[src/rtl/sw_step_decoder_if.sv]
// Bundles the state-register tap (sample strobe + Q) and the decoded
// command / lock outputs of sw_step_decoder.
interface sw_step_decoder_if #(
    parameter int unsigned CNT_W = 4
);
    logic             q_valid;
    logic [1:0]       q;
    logic [1:0]       sw_dec;
    logic             sw_dec_valid;
    logic [CNT_W-1:0] run_len;
    logic [1:0]       sw_lock;
    logic             locked;
    logic             lock_change;

    // Source side: drives the Q samples, observes the decoded results.
    modport master (
        output q_valid, q,
        input  sw_dec, sw_dec_valid, run_len, sw_lock, locked, lock_change
    );

    // Decoder side.
    modport slave (
        input  q_valid, q,
        output sw_dec, sw_dec_valid, run_len, sw_lock, locked, lock_change
    );
endinterface

[src/rtl/sw_step_decoder.sv]
// Recovers the switch command behind each step of the 2-bit state register
// (delta of consecutive Q samples) and locks onto a command once it has been
// decoded CONFIRM_N times in a row. Purely observational.
module sw_step_decoder #(
    parameter int unsigned CONFIRM_N = 3,
    parameter int unsigned CNT_W     = 4
) (
    input  logic                clk,
    input  logic                rst,
    input  logic                clr,
    sw_step_decoder_if.slave    bus
);
    typedef enum logic {
        S_EMPTY,
        S_TRACK
    } state_t;

    localparam logic [CNT_W-1:0] CONFIRM_C = CNT_W'(CONFIRM_N);

    state_t           r_state;
    logic [1:0]       r_prev;
    logic [1:0]       r_sw_dec;
    logic             r_sw_dec_valid;
    logic [CNT_W-1:0] r_run_len;
    logic [1:0]       r_sw_lock;
    logic             r_locked;
    logic             r_lock_change;

    logic [1:0]       w_delta;
    logic [1:0]       w_map;
    logic [CNT_W-1:0] w_run_next;
    logic             w_lock_fire;

    // Step delta to command map, next run length and lock decision.
    always_comb begin
        w_delta = bus.q - r_prev;
        w_map   = 2'b00;
        case (w_delta)
            2'd1:    w_map = 2'b00;
            2'd3:    w_map = 2'b01;
            2'd0:    w_map = 2'b10;
            default: w_map = 2'b11;
        endcase
        if (w_map == r_sw_dec && r_run_len != '0) begin
            w_run_next = (r_run_len == '1) ? r_run_len : r_run_len + 1'b1;
        end else begin
            w_run_next = CNT_W'(1);
        end
        w_lock_fire = (w_run_next == CONFIRM_C) && (!r_locked || r_sw_lock != w_map);
    end

    // Priming/tracking FSM with all outputs registered; rst and clr are equivalent.
    always_ff @(posedge clk) begin
        if (rst || clr) begin
            r_state        <= S_EMPTY;
            r_prev         <= '0;
            r_sw_dec       <= '0;
            r_sw_dec_valid <= 1'b0;
            r_run_len      <= '0;
            r_sw_lock      <= '0;
            r_locked       <= 1'b0;
            r_lock_change  <= 1'b0;
        end else begin
            r_sw_dec_valid <= 1'b0;
            r_lock_change  <= 1'b0;
            if (bus.q_valid) begin
                r_prev <= bus.q;
                case (r_state)
                    S_EMPTY: begin
                        r_state <= S_TRACK;
                    end
                    default: begin
                        r_sw_dec       <= w_map;
                        r_sw_dec_valid <= 1'b1;
                        r_run_len      <= w_run_next;
                        if (w_lock_fire) begin
                            r_sw_lock     <= w_map;
                            r_locked      <= 1'b1;
                            r_lock_change <= 1'b1;
                        end
                    end
                endcase
            end
        end
    end

    assign bus.sw_dec       = r_sw_dec;
    assign bus.sw_dec_valid = r_sw_dec_valid;
    assign bus.run_len      = r_run_len;
    assign bus.sw_lock      = r_sw_lock;
    assign bus.locked       = r_locked;
    assign bus.lock_change  = r_lock_change;
endmodule

[src/flat_wrapper.sv]
// flat-port wrapper written by rule: the top's interface ports become plain ports
module sw_step_decoder_flat 
#(
    parameter int unsigned CONFIRM_N = 3,
    parameter int unsigned CNT_W     = 4
)
  (clk, rst, clr, bus_q_valid, bus_q, bus_sw_dec, bus_sw_dec_valid, bus_run_len, bus_sw_lock, bus_locked, bus_lock_change);
  sw_step_decoder_if #(.CNT_W(CNT_W)) bus_i ();
  input  logic clk;
  input  logic rst;
  input  logic clr;
  input wire logic [$bits(bus_i.q_valid)-1:0] bus_q_valid;
  input wire logic [$bits(bus_i.q)-1:0] bus_q;
  output wire logic [$bits(bus_i.sw_dec)-1:0] bus_sw_dec;
  output wire logic [$bits(bus_i.sw_dec_valid)-1:0] bus_sw_dec_valid;
  output wire logic [$bits(bus_i.run_len)-1:0] bus_run_len;
  output wire logic [$bits(bus_i.sw_lock)-1:0] bus_sw_lock;
  output wire logic [$bits(bus_i.locked)-1:0] bus_locked;
  output wire logic [$bits(bus_i.lock_change)-1:0] bus_lock_change;
  assign bus_i.q_valid = bus_q_valid;
  assign bus_i.q = bus_q;
  assign bus_sw_dec = bus_i.sw_dec;
  assign bus_sw_dec_valid = bus_i.sw_dec_valid;
  assign bus_run_len = bus_i.run_len;
  assign bus_sw_lock = bus_i.sw_lock;
  assign bus_locked = bus_i.locked;
  assign bus_lock_change = bus_i.lock_change;
  sw_step_decoder #(.CONFIRM_N(CONFIRM_N), .CNT_W(CNT_W)) u_core (.clk(clk), .rst(rst), .clr(clr), .bus(bus_i));
endmodule
[config.mk]
export PLATFORM = sky130hd
export DESIGN_NAME = sw_step_decoder_flat
export DESIGN_NICKNAME = d
export VERILOG_FILES = /design/src/rtl/sw_step_decoder_if.sv /design/src/rtl/sw_step_decoder.sv /design/src/flat_wrapper.sv
export SDC_FILE = /design/constraint.sdc
export NUM_CORES = 1
export LEC_CHECK = 0
export ABC_CLOCK_PERIOD_IN_PS = 3400
export CORE_ASPECT_RATIO = 1.1
export CORE_MARGIN = 2
export CORE_UTILIZATION = 50
export CTS_BUF_LIST = sky130_fd_sc_hd__clkbuf_4 sky130_fd_sc_hd__clkbuf_8
export DETAILED_ROUTE_END_ITERATION = 8
export PLACE_DENSITY_LB_ADDON = 0.12
export SYNTH_ARGS = -nofsm -noshare
export SYNTH_HDL_FRONTEND = slang
export SYNTH_SLANG_ARGS = --single-unit
[constraint.sdc]
create_clock -name clk -period 3.4 [get_ports clk]
set_input_delay 1.02 -clock clk [delete_from_list [all_inputs] [get_ports clk]]
set_output_delay 1.02 -clock clk [all_outputs]
set_load 0.02 [all_outputs]
==> out/summary.txt <==
status: finished, final reports clean
overall routing resource usage: 0.188
Worst-Skew Late Latency: 0.28 ns
clock share of power: 0.372
Starting Density: 0.537
Net Count, Synth: 83
global-route wire length before repair: 2.25 mm
cell leakage power: 0.365 nW
Net Switching: 78.4 µW
Area contributors post-synth: dfxtp_1 (38%), mux2i_1 (5.5%), ha_1 (5.1%)
Cells after Synth: 74
Yosys reg bits: 14
# fillers: 122
minimum clock period: 2.58 ns
die width: 40.5 µm
gr ovfl total: 0
Post-Syn Area: 733 µm²
setup violators final: 0
vias after detailed routing: 576
DRC Markers: 0
Ant. Diodes: 0
top cell type's share of synthesized area: 0.382
fin nets: 103
Crit Path Class: input pin to flip-flop
Resize count post-CTS: 0
initial antenna violation count: 0
TritonCTS clock tree: yes
clock slew at reported path FFs: 0.09 ns
hold path start: u_core.bus.locked$_SDFFE_PP0P_
slew of the pin with the lowest slew margin: 0.390 ns
Via density: 5.28
vias in the first global route: 519
share of cells above drive strength 1: 0.129
Pint: 248 µW
WL/cell: 12.6 µm
# IOs: 17
top_reg_cell synth: dfxtp_1
arrival time at the worst endpoint: 2.76 ns
RSZ-0062 raised after global routing: false
root buffer cell: clkbuf_4
Tcrit/Tclk final: 0.758
DIE HEIGHT: 44.2 µm
Hold Vio Cnt, Final: 0
register area share after synthesis: 0.382
Sink Count: 14
Max Cap Viol: 0
final clock skew: 0.00419 ns
Worst setup SP type: input pin
Mapped Avg Cell Area: 9.91 µm²
Post-synth top cells: dfxtp_1 (14), nor2_1 (10), nand2_1 (7)
CTS Hold Buffers Added: 0
YS warnings: 0
switching part of the total power: 0.240
number of port buffers: 16
Area growth, synth to finish: 29.0%
worst r2r src: u_core.bus.run_len[0]$_SDFFE_PP0P_
1st-iter DRT viols: 8
HPWL Detailed: 983 µm
htree depth: 1
cell accounting for the most synthesized area: dfxtp_1
crit path setup slack, layout: 0.823 ns
crit end category: flip-flop
worst path required time: 3.58 ns
routability cong.: 0.787
setup tns final: 0 ns
Unique masters post-synth: 28
CP max FO: 4
Slew Limit Fails: 0
worst setup path startpoint: bus_q[0]
EDFF count, synth: 0
Max Freq: 0.388 GHz
row cnt: 14
total clock buffers created by CTS: 3
worst slack, placed: 0.539 ns
sequential fraction of design power: 0.513
Max Buffers Root-to-Sink: 2
Final ANT Viol Nets: 0
most frequent cell after synthesis: dfxtp_1
post-synthesis async set-or-reset flop share: 0
Slew headroom: 0.740
PD cells: 345 nW/µm²
area of the core: 1370 µm²
Post-Route WL: 1.37 mm
DRT Pass-1 Iters: 4
# Post-CTS Setup Buffers: 0
Peak VDD IR: 196 µV
Die Area: 1790 µm²
largest net degree at the start of global routing: 13
combinational power share: 0.115
worst hold path class: flip-flop to flip-flop
## sequential cells by signal, summed over array words and instances (netlist names)
signal,count
u_core.bus.sw_lock,2
u_core.bus.locked,1
u_core.bus.run_len,4
u_core.bus.sw_dec,2
u_core.r_state,1
u_core.bus.sw_dec_valid,1
u_core.r_prev,2
u_core.bus.lock_change,1
## cell usage in the layout (no fill, tap or decap)
| cell | Yosys | layout |
|---|---|---|
| clkbuf_8 | 0 | 1 |
| nand2b_1 | 1 | 1 |
| xnor3_2 | 1 | 1 |
| nand4_1 | 1 | 1 |
| nand3b_1 | 2 | 2 |
| a31o_1 | 1 | 1 |
| nor4_2 | 1 | 1 |
| mux2i_1 | 4 | 4 |
| xor2_4 | 1 | 1 |
| and2_1 | 1 | 1 |
| a21oi_2 | 1 | 1 |
| xnor2_1 | 1 | 1 |
| a2111oi_4 | 1 | 1 |
| clkdlybuf4s50_1 | 0 | 16 |
| dfxtp_1 | 14 | 14 |
| xor2_1 | 3 | 3 |
| nand4_4 | 1 | 1 |
| and3_1 | 1 | 1 |
| nand3_1 | 1 | 1 |
| clkbuf_4 | 0 | 3 |
| or2_2 | 1 | 1 |
| ha_1 | 3 | 3 |
| o32ai_1 | 1 | 1 |
| a21oi_1 | 6 | 6 |
| inv_1 | 4 | 4 |
| nor3_1 | 2 | 2 |
| a31oi_1 | 2 | 2 |
| nor2_1 | 10 | 10 |
| nand2_1 | 7 | 7 |
| a311oi_2 | 1 | 1 |
## final timing paths
kind | endpoint | slack, ns | cells past startpoint
setup reg to reg | u_core.bus.lock_change$_SDFF_PP0_ | 1.74 | 5
setup / recovery | u_core.bus.run_len[0]$_SDFFE_PP0P_ | 0.82 | 7
hold reg to reg | u_core.bus.locked$_SDFFE_PP0P_ | 0.48 | 2
hold / removal | u_core.bus.locked$_SDFFE_PP0P_ | 0.48 | 2
## final cells by class
cell class                      count  area, µm²  area share
Clock buffer                        4       36.3      0.0384
Timing Repair Buffer               16        160       0.169
Multi-Input combinational cell     55        434       0.459
Inverter                            4       15.0      0.0159
Sequential cell                    14        280       0.296
Tap cell                           16       20.0      0.0212
## per-layer routing
| layer | global-route usage | vias up | wire, µm |
|---|---|---|---|
| li1 | - | 302 | - |
| met1 | 0.252 | 251 | 671 |
| met2 | 0.263 | 18 | 604 |
| met3 | 0.0603 | 5 | 65 |
| met4 | 0.100 | 0 | 27 |
| met5 | 0 | - | 0 |
## through the flow
step | utilization | hold WS, ns | instances | area, µm² | power, mW
2_1_floorplan | - | 0.447 | 74 | 733 | 0.197
3_3_place_gp | 0.666 | 0.460 | 105 | 910 | 0.208
3_5_place_dp | 0.666 | 0.470 | 105 | 910 | 0.209
4_1_cts | 0.692 | 0.485 | 109 | 946 | 0.330
5_1_grt | 0.692 | 0.502 | 109 | 946 | 0.344
6_report | 0.692 | 0.480 | 109 | 946 | 0.326
## power by group through the flow
stage                     registers [mW]  clock network [mW]  logic (mW)
after floorplan                    0.172                   0      0.0250
after global placement             0.171                   0      0.0372
after detailed placement           0.171                   0      0.0377
after CTS                          0.167               0.125      0.0381
after global routing               0.168               0.136      0.0410
final                              0.167               0.121      0.0375
## logic make-up (layout without fill, tap and decap cells)
group                      count (synthesis)  count (layout)  synth area share
and+or+nand+nor                           29              29             0.217
DFF                                       14              14             0.382
AOI/OAI and AO/OA                         13              13             0.152
xor gates and xnor gates                   6               6             0.118
buffers and inverters                      5              24            0.0256
muxes                                      4               4            0.0546
adders and majority gates                  3               3            0.0512
## critical path: stages
cell and delay [ns]:
clkdlybuf4s50_1 0.48, inv_1 0.05, ha_1 0.35, xor2_1 0.21
a21oi_2 0.25, nand4_1 0.17, a31o_1 0.24
(Power assumes the default switching activity.)
